--- src/rtl/wb_burst_master.sv ---
// Pipelined Wishbone burst master: turns one {we, addr, len} command into a stream
// of single-word requests, bounded by MAX_OUT outstanding, with an ack watchdog.
module wb_burst_master #(
    parameter int unsigned ADDR_W  = 8,
    parameter int unsigned LEN_W   = 8,
    parameter int unsigned MAX_OUT = 4,
    parameter int unsigned TIMEOUT = 64
) (
    input  logic              wb_clk,
    input  logic              wb_reset_n,
    input  logic              cmd_valid,
    output logic              cmd_ready,
    input  logic              cmd_we,
    input  logic [ADDR_W-1:0] cmd_addr,
    input  logic [LEN_W-1:0]  cmd_len,
    input  logic              wdata_valid,
    input  logic [31:0]       wdata,
    output logic              wdata_ready,
    output logic              rdata_valid,
    output logic [31:0]       rdata,
    output logic              done,
    output logic              err,
    output logic              wb_cyc_o,
    output logic              wb_stb_o,
    output logic              wb_we_o,
    output logic [ADDR_W-1:0] wb_adr_o,
    output logic [31:0]       wb_dat_o,
    output logic [3:0]        wb_sel_o,
    input  logic              wb_stall_i,
    input  logic              wb_ack_i,
    input  logic [31:0]       wb_dat_i
);

    localparam int unsigned WD_W = $clog2(TIMEOUT + 1);

    typedef enum logic [1:0] {IDLE, REQ, WAIT, DONE} state_t;

    state_t            state_q, state_d;
    logic              we_q, we_d;
    logic [ADDR_W-1:0] addr_q, addr_d;
    logic [LEN_W-1:0]  len_q, len_d;
    logic [LEN_W-1:0]  issued_q, issued_d;
    logic [LEN_W-1:0]  acked_q, acked_d;
    logic [WD_W-1:0]   wdog_q, wdog_d;
    logic              err_q, err_d;

    logic [LEN_W-1:0]  outstanding;
    logic              active, stb, accept, ack_ok, starving;

    always_comb begin
        outstanding = issued_q - acked_q;
        active      = (state_q == REQ) || (state_q == WAIT);
        stb         = (state_q == REQ) && (issued_q < len_q)
                      && ({1'b0, outstanding} < (LEN_W + 1)'(MAX_OUT))
                      && (!we_q || wdata_valid);
        accept      = stb && !wb_stall_i;
        // Acks with nothing outstanding (or outside a burst) are stray and dropped.
        ack_ok      = active && wb_ack_i && (outstanding != '0);
        starving    = (outstanding != '0) && !ack_ok;
    end

    always_comb begin
        state_d  = state_q;
        we_d     = we_q;
        addr_d   = addr_q;
        len_d    = len_q;
        issued_d = issued_q;
        acked_d  = acked_q;
        wdog_d   = wdog_q;
        err_d    = err_q;
        unique case (state_q)
            IDLE: begin
                if (cmd_valid) begin
                    we_d     = cmd_we;
                    addr_d   = cmd_addr;
                    len_d    = cmd_len;
                    issued_d = '0;
                    acked_d  = '0;
                    wdog_d   = '0;
                    err_d    = 1'b0;
                    state_d  = (cmd_len == '0) ? DONE : REQ;
                end
            end
            REQ, WAIT: begin
                if (accept) issued_d = issued_q + 1'b1;
                if (ack_ok) acked_d = acked_q + 1'b1;
                wdog_d = starving ? wdog_q + 1'b1 : '0;
                if (starving && (wdog_q == WD_W'(TIMEOUT - 1))) begin
                    err_d   = 1'b1;
                    state_d = DONE;
                end else if ((state_q == REQ) && accept && (issued_d == len_q)) begin
                    state_d = WAIT;
                end else if ((state_q == WAIT) && (acked_d == len_q)) begin
                    state_d = DONE;
                end
            end
            DONE:    state_d = IDLE;
            default: state_d = IDLE;
        endcase
    end

    always_ff @(posedge wb_clk or negedge wb_reset_n) begin
        if (!wb_reset_n) begin
            state_q  <= IDLE;
            we_q     <= 1'b0;
            addr_q   <= '0;
            len_q    <= '0;
            issued_q <= '0;
            acked_q  <= '0;
            wdog_q   <= '0;
            err_q    <= 1'b0;
        end else begin
            state_q  <= state_d;
            we_q     <= we_d;
            addr_q   <= addr_d;
            len_q    <= len_d;
            issued_q <= issued_d;
            acked_q  <= acked_d;
            wdog_q   <= wdog_d;
            err_q    <= err_d;
        end
    end

    always_comb begin
        cmd_ready   = (state_q == IDLE);
        wb_cyc_o    = active;
        wb_stb_o    = stb;
        wb_we_o     = active && we_q;
        wb_adr_o    = stb ? addr_q + ADDR_W'(issued_q) : '0;
        wb_dat_o    = (stb && we_q) ? wdata : '0;
        wb_sel_o    = stb ? 4'hF : 4'h0;
        wdata_ready = accept && we_q;
        rdata_valid = ack_ok && !we_q;
        rdata       = rdata_valid ? wb_dat_i : '0;
        done        = (state_q == DONE);
        err         = done && err_q;
    end

endmodule
--- config.mk ---
export PLATFORM = sky130hd
export DESIGN_NAME = wb_burst_master
export DESIGN_NICKNAME = d
export VERILOG_FILES = /design/src/rtl/wb_burst_master.sv
export SDC_FILE = /design/constraint.sdc
export NUM_CORES = 1
export LEC_CHECK = 0
export BUFFER_PORTS_ARGS = -buffer_cell sky130_fd_sc_hd__clkbuf_2
export CORE_MARGIN = 5
export CORE_UTILIZATION = 45
export CTS_CLUSTER_DIAMETER = 200
export DETAILED_ROUTE_END_ITERATION = 8
export PLACE_DENSITY = 0.76
export REMOVE_ABC_BUFFERS = 1
export SETUP_SLACK_MARGIN = 0.15
export SKIP_LAST_GASP = 1
export SLEW_MARGIN = 20
export SYNTH_ARGS = -nofsm -noshare
export SYNTH_HDL_FRONTEND = slang
export SYNTH_SLANG_ARGS = --single-unit
--- constraint.sdc ---
create_clock -name wb_clk -period 4.99 [get_ports wb_clk]
set_input_delay 0.998 -clock wb_clk [delete_from_list [all_inputs] [get_ports wb_clk]]
set_output_delay 0.998 -clock wb_clk [all_outputs]
set_load 0.005 [all_outputs]
### Word level (Yosys, flattened, before mapping)

Index checks and enable logic that the tools add are counted.

| cells by class | value |
|---|---|
| $lt $le $gt $ge | 2 |
| equality and inequality tests | 9 |
| mux-type cells | 23 |
| $add $sub $neg | 5 |
| reductions and logical operators | 30 |

Operators by type and width:

| kind | number |
|---|---|
| two-way mux 32 bit | 2 |
| two-way mux 8 bit | 6 |
| case mux 8 bit (2 select lines) | 2 |
| adder 8 x 1 -> 8 bit, second input constant | 2 |
| equality test 8 bit | 2 |
| logical AND 1 bit | 16 |
| two-way mux 7 bit | 2 |
| case mux 7 bit (2 select lines) | 1 |
| two-way mux 2 bit | 5 |
| adder 8 bit | 1 |
| zero test 8 bit | 1 |
| less-than comparator 8 x 3 -> 1 bit, second input constant | 1 |
| less-than comparator 8 bit | 1 |
| nonzero test 8 bit | 1 |
| subtractor 8 bit | 1 |
| adder 7 x 1 -> 7 bit, second input constant | 1 |
| equality test 7 x 6 -> 1 bit, second input constant | 1 |
| case mux 2 bit (3 select lines) | 1 |
| AND reduction 2 bit | 3 |
| equality test 2 bit, second input constant | 2 |
| two-way mux 4 bit | 1 |
| != test 2 bit, second input constant | 2 |
| != test 4 bit, second input constant | 1 |
| zero test 1 bit | 3 |
| 8 further kinds | 10 |

| storage, ports and cells | value |
|---|---|
| bits of input ports | 87 |
| output and inout port bits | 84 |
| word-level logic and storage cells | 77 |
| bits in registers | 43 |

### Depth between registers and ports, before layout

| depth | value |
|---|---|
| depth in word-level cells | 12 |
| gate-level depth with buffers | 15 |
| mapped depth without buffers | 13 |

### Least setup slack after synthesis

No wires, ideal clock.

| path | value |
|---|---|
| path type | flip-flop to output port |
| start | register issued_q[0] |
| end | output port wb_dat_o[10] |
| required time | 3.992 ns |
| arrival time | 2.861 ns |
| buffers on the path | 3 |
| setup slack | 1.131 ns |
| cell stages (with the launch flop) | 15 |
| path through | dfrtp_1 clkbuf_1 inv_1 ha_1 inv_1 fa_1 and3_1 nor4_2 o22ai_2 nor3_1 nand4b_1 clkbuf_1 nor2_1 clkbuf_1 and2_1 |

| between the ends | value |
|---|---|
| cells in the longest elaborated chain, start to end | 6 |
| elaborated cells between the ends (all ways) | 8 |
| classes of those cells | 1 x add/sub; 2 x order compare; 1 x mux; 4 x reduce/logical |

RTL lines:

| element | line | RTL |
|---|---|---|
| start, declared | 42 | `logic [LEN_W-1:0] issued_q, issued_d;` |
| start signal, assigned | 117 | `issued_q <= issued_d;` |
| subtractor 8 bit / less-than comparator 8 bit (equally long branches) | 51, 53 |  |
| less-than comparator 8 x 3 -> 1 bit / logical AND 1 bit (equally long branches) | 54, 53 |  |
| logical AND 1 bit (*) | 54 | `&& ({1'b0, outstanding} < (LEN_W + 1)'(MAX_OUT))` |
| logical AND 1 bit (*) | 55 | `&& (!we_q \|\| wdata_valid);` |
| logical AND 1 bit (*) | 130 | `wb_dat_o = (stb && we_q) ? wdata : '0;` |
| two-way mux 32 bit (*) | 130 |  |
| end, declared | 27 | `output logic [31:0] wb_dat_o,` |

Mark *: on every way between the ends. The rest lies on a longest branch, timed or not.

### Worst setup path after layout

| path | value |
|---|---|
| start | register issued_q[0] |
| end | output port rdata[5] |

| between the ends | value |
|---|---|
| cells in the longest elaborated chain, start to end | 5 |

RTL lines:

| element | line | RTL |
|---|---|---|
| subtractor 8 bit | 51 | `outstanding = issued_q - acked_q;` |
| nonzero test 8 bit | 58 | `ack_ok = active && wb_ack_i && (outstanding != '0);` |
| logical AND 1 bit | 58 |  |
| logical AND 1 bit | 133 | `rdata_valid = ack_ok && !we_q;` |
| two-way mux 32 bit | 134 | `rdata = rdata_valid ? wb_dat_i : '0;` |
| end, declared | 20 | `output logic [31:0] rdata,` |

No other way between the ends.

==> results.txt <==
----------------------------------------------------
[Clocking]
  Clock transition at the register clock pins on the worst setup and hold paths after CTS ... ~0.090 ns
  Post-CTS Hold Buffers ... 0
  Number of clock buffers inserted by TritonCTS ... 5
  Count of instances resized after the clock tree is built ... 0
  Maximum buffer depth of the clock tree ... 2
  Clock tree from TritonCTS ... done
  Post-CTS setup-driven buffer insertion count ... 0
  Clock root buffer ... sky130_fd_sc_hd__clkbuf_8
  Number of H-tree levels ... 2
  Clock Latency Late Sink ... approximately 0.30 ns
  Number of clock sinks ... 43

[Floorplan]
  Horizontal die dimension ... approximately 100 um
  Effective utilization at floorplan ... 0.459
  Die area ... 10800 um2
  Vertical die dimension ... around 100 um
  Number of I/O pins ... 171
  Standard-cell row count ... 34
  CORE AREA ... ~8600 um2

[Worst hold path]
  HP Class ... register to register

[Global route]
  Via count of the first global-routing pass ... between 3000 and 4000
  Maximum number of pins on one net before global-route repair ... 44
  Number of antenna violations at the first check in global routing ... 0
  First-pass GRT wire length ... about 19000 um
  Leftover overflow at the end of global routing ... 0
  Global routing usage summed across all routing layers ... 0.207

[STA]
  Clk_skew ... 0.00865 ns
  RSZ-0062 raised after global routing ... no
  Max-Slew Margin vs Limit ... 0.337
  Setup tns final ... 0 ns
  Slew Viols, Final ... 0
  Min Clock Period, post-route ... between 4 and 5 ns
  Slew @ Worst Pin ... approximately 0.99 ns
  Fin worst setup slack ... 0.503 ns
  Portion of the clock cycle consumed by the worst path in the final layout ... 0.899
  Peak Freq ... roughly 220 MHz
  Total count of hold-check failures in the final report ... 0
  Final setup vio count ... 0

[Setup path]
  Startpoint types ... register
  Worst Path Required ... between 3 and 4 ns
  Category of the most critical setup path ... register to primary output
  Worst-path maximum fanout ... 33
  Kind of end point of the critical path ... primary output
  Crit path DAT ... roughly 3.5 ns

[Pwr]
  Highest ir drop seen on vdd ... 0.591 mV
  P_leak ... ~2.7 nW
  Power per cell area ... around 470 nW/um2

[Run]
  Max-cap violation count ... 0

[Final layout]
  Layout Nets ... about 750
  Fraction of layout instances using a drive strength above 1 ... 0.334
  Area growth from synthesis to final layout ... 26.2%
  Filler instances ... 823
  Number of inserted diodes ... 0

[Yosys]
  Share of the synthesized netlist area taken by xor and xnor gates ... 0.0751
  Synth Flop Type ... sky130_fd_sc_hd__dfrtp_1
  Syn_area_per_cell ... 8.31 um2
  Adder-cell area share of the yosys netlist ... 0.102
  Yosys synthesis warning count ... 0
  Combinational family with the most area after synthesis ... simple AND/OR/NAND/NOR gates
  Cell area after synthesis ... between 3000 and 4000 um2
  Post-synthesis simple-gate area fraction ... 0.274
  Distinct cells, synth ... slightly below 60
  Portion of the post-synthesis area used by sequential elements ... 0.271
  Share of flip-flops with an asynchronous set or reset ... 1.00
  Compound-Gate Fraction of Synth Area ... 0.166
  Multiplexer share of the synthesized area ... 0.0537
  Instance count of the mapped netlist ... approximately 480
  EDFF count, synth ... 0
  Flip-flop and latch count after synthesis ... 43

[Routing]
  Post-DR wirelength/cell ... 15.8 um
  Aggregate routed wire length ... 11700 um
  Drt first-iter violations ... between 200 and 300
  First drt pass iteration count ... 5
  Detail-routed via count per cell ... 5.50
  Vias post-DR ... ~4000
  Antenna viol nets, final ... 0
  DRC viols ... 0

[Place]
  Pre-CTS worst setup slack ... between 0.8 and 0.9 ns
  Half-perimeter wire length of the detailed placement result ... 9270 um
  Final weighted congestion in routability-driven placement ... 0.873
  Port Buf Inserts ... 170

[Outcome]
  Status ... finished clean

----------------------------------------------------
## synth_stat cells, types with 3 or more instances
cell,number,share of area
sky130_fd_sc_hd__nand3_1,14,0.018
sky130_fd_sc_hd__nand4b_1,3,0.0066
sky130_fd_sc_hd__buf_4,5,0.0095
sky130_fd_sc_hd__xor2_1,14,0.031
sky130_fd_sc_hd__nor3b_1,3,0.0057
sky130_fd_sc_hd__and3_1,38,0.060
sky130_fd_sc_hd__nand2b_1,8,0.013
sky130_fd_sc_hd__o41ai_1,3,0.0066
sky130_fd_sc_hd__and2_1,38,0.060
sky130_fd_sc_hd__inv_1,28,0.027
sky130_fd_sc_hd__nand4_1,5,0.0079
sky130_fd_sc_hd__xnor2_1,20,0.044
sky130_fd_sc_hd__nor2b_1,5,0.0079
sky130_fd_sc_hd__mux2_2,18,0.051
sky130_fd_sc_hd__ha_1,29,0.092
sky130_fd_sc_hd__a21oi_1,25,0.032
sky130_fd_sc_hd__a21o_1,6,0.011
sky130_fd_sc_hd__nor3_1,8,0.010
sky130_fd_sc_hd__clkbuf_1,22,0.021
sky130_fd_sc_hd__nand2_1,30,0.028
sky130_fd_sc_hd__a31oi_1,6,0.0095
sky130_fd_sc_hd__dfrtp_1,43,0.27
sky130_fd_sc_hd__nor4_1,3,0.0047
sky130_fd_sc_hd__o31ai_1,4,0.0076
sky130_fd_sc_hd__nand3b_1,4,0.0076
sky130_fd_sc_hd__o211ai_1,4,0.0076
sky130_fd_sc_hd__o21ai_0,33,0.042
sky130_fd_sc_hd__nor2_1,21,0.020
## final cells by class
cell class,instances,area (um2),area share
multi-input cells,378,2660,0.532
flip-flops and latches,43,1080,0.215
repair buffers,175,891,0.178
well taps,108,135,0.0270
inverters,28,105,0.0210
clock buffers,5,68.8,0.0138
clock inverters,3,67.6,0.0135
## cells in the final DEF, fill, tap and decap left out, types with 6 or more instances in the layout
master                     instances
sky130_fd_sc_hd__and3_1           38
sky130_fd_sc_hd__nand3_1          14
sky130_fd_sc_hd__mux2_2           18
sky130_fd_sc_hd__nand2_1          30
sky130_fd_sc_hd__nor3_1            8
sky130_fd_sc_hd__nor2_1           21
sky130_fd_sc_hd__buf_4             6
sky130_fd_sc_hd__and2_1           38
sky130_fd_sc_hd__ha_1             29
sky130_fd_sc_hd__xnor2_1          20
sky130_fd_sc_hd__a21o_1            6
sky130_fd_sc_hd__a31oi_1           6
sky130_fd_sc_hd__o21ai_0          33
sky130_fd_sc_hd__inv_1            28
sky130_fd_sc_hd__xor2_1           14
sky130_fd_sc_hd__dfrtp_1          43
sky130_fd_sc_hd__clkbuf_2        169
sky130_fd_sc_hd__nand2b_1          8
sky130_fd_sc_hd__a21oi_1          25
## registers in the layout (all words and copies together) (netlist names)
register	flops
acked_q	8
addr_q	8
issued_q	8
len_q	8
wdog_q	7
state_q	2
err_q	1
we_q	1
## per-stage QoR
stage	utilization	std cells	hold slack [ns]	cell area, um2	power [mW]
5_1_grt	0.579	740	0.517	5000	2.55
4_1_cts	0.579	740	0.492	5000	2.35
3_5_place_dp	0.563	732	0.476	4860	2.01
6_report	0.579	740	0.495	5000	2.35
3_3_place_gp	0.563	732	0.469	4860	1.95
2_1_floorplan	-	449	0.450	3840	1.51
## worst paths after layout
kind / from / slack (ns) / cells past startpoint / endpoint
min in group asynchronous: wb_reset_n / 0.68 / 1 / issued_q[5]
min: wdog_q[6] / 0.50 / 1 / wdog_q[6]
max in group asynchronous: wb_reset_n / 3.94 / 1 / acked_q[6]
max reg2reg: issued_q[0] / 0.82 / 14 / state_q[1]
max: issued_q[0] / 0.50 / 11 / rdata[5]
min reg2reg: wdog_q[6] / 0.50 / 1 / wdog_q[6]
## critical path: stages, from the launching register on
cell and delay, ns:
sky130_fd_sc_hd__dfrtp_1 0.52, sky130_fd_sc_hd__inv_1 0.11, sky130_fd_sc_hd__ha_1 0.18, sky130_fd_sc_hd__inv_1 0.06
sky130_fd_sc_hd__fa_1 0.40, sky130_fd_sc_hd__and3_1 0.19, sky130_fd_sc_hd__o221a_1 0.22, sky130_fd_sc_hd__o22ai_2 0.23
sky130_fd_sc_hd__nor4_4 0.09, sky130_fd_sc_hd__a21oi_2 0.80, sky130_fd_sc_hd__and3_1 0.27, sky130_fd_sc_hd__clkbuf_2 0.12
## power by group
part | internal (mW) | leakage, nW | switching (mW) | total, mW
Sequential | 0.447 | 0.557 | 0.120 | 0.567
Combinational | 0.621 | 2.05 | 0.830 | 1.45
Clock | 0.200 | 0.0644 | 0.134 | 0.333
Total | 1.27 | 2.67 | 1.08 | 2.35
## routing by layer
layer / GRT usage / routed length (um) / up-vias
li1: - / - / 1985
met1: 0.247 / 4750 / 1889
met2: 0.376 / 5760 / 179
met3: 0.0497 / 926 / 18
met4: 0.0463 / 221 / 0
met5: 0 / 0 / -
## cell families after synthesis
| group | after synthesis |
|---|---|
| and+or+nand+nor | 190 |
| muxes | 19 |
| AOI/OAI and AO/OA | 104 |
| adders and majority gates | 31 |
| buffers and inverters | 56 |
| xor gates and xnor gates | 34 |
| DFF | 43 |
(Power assumes the default switching activity.)
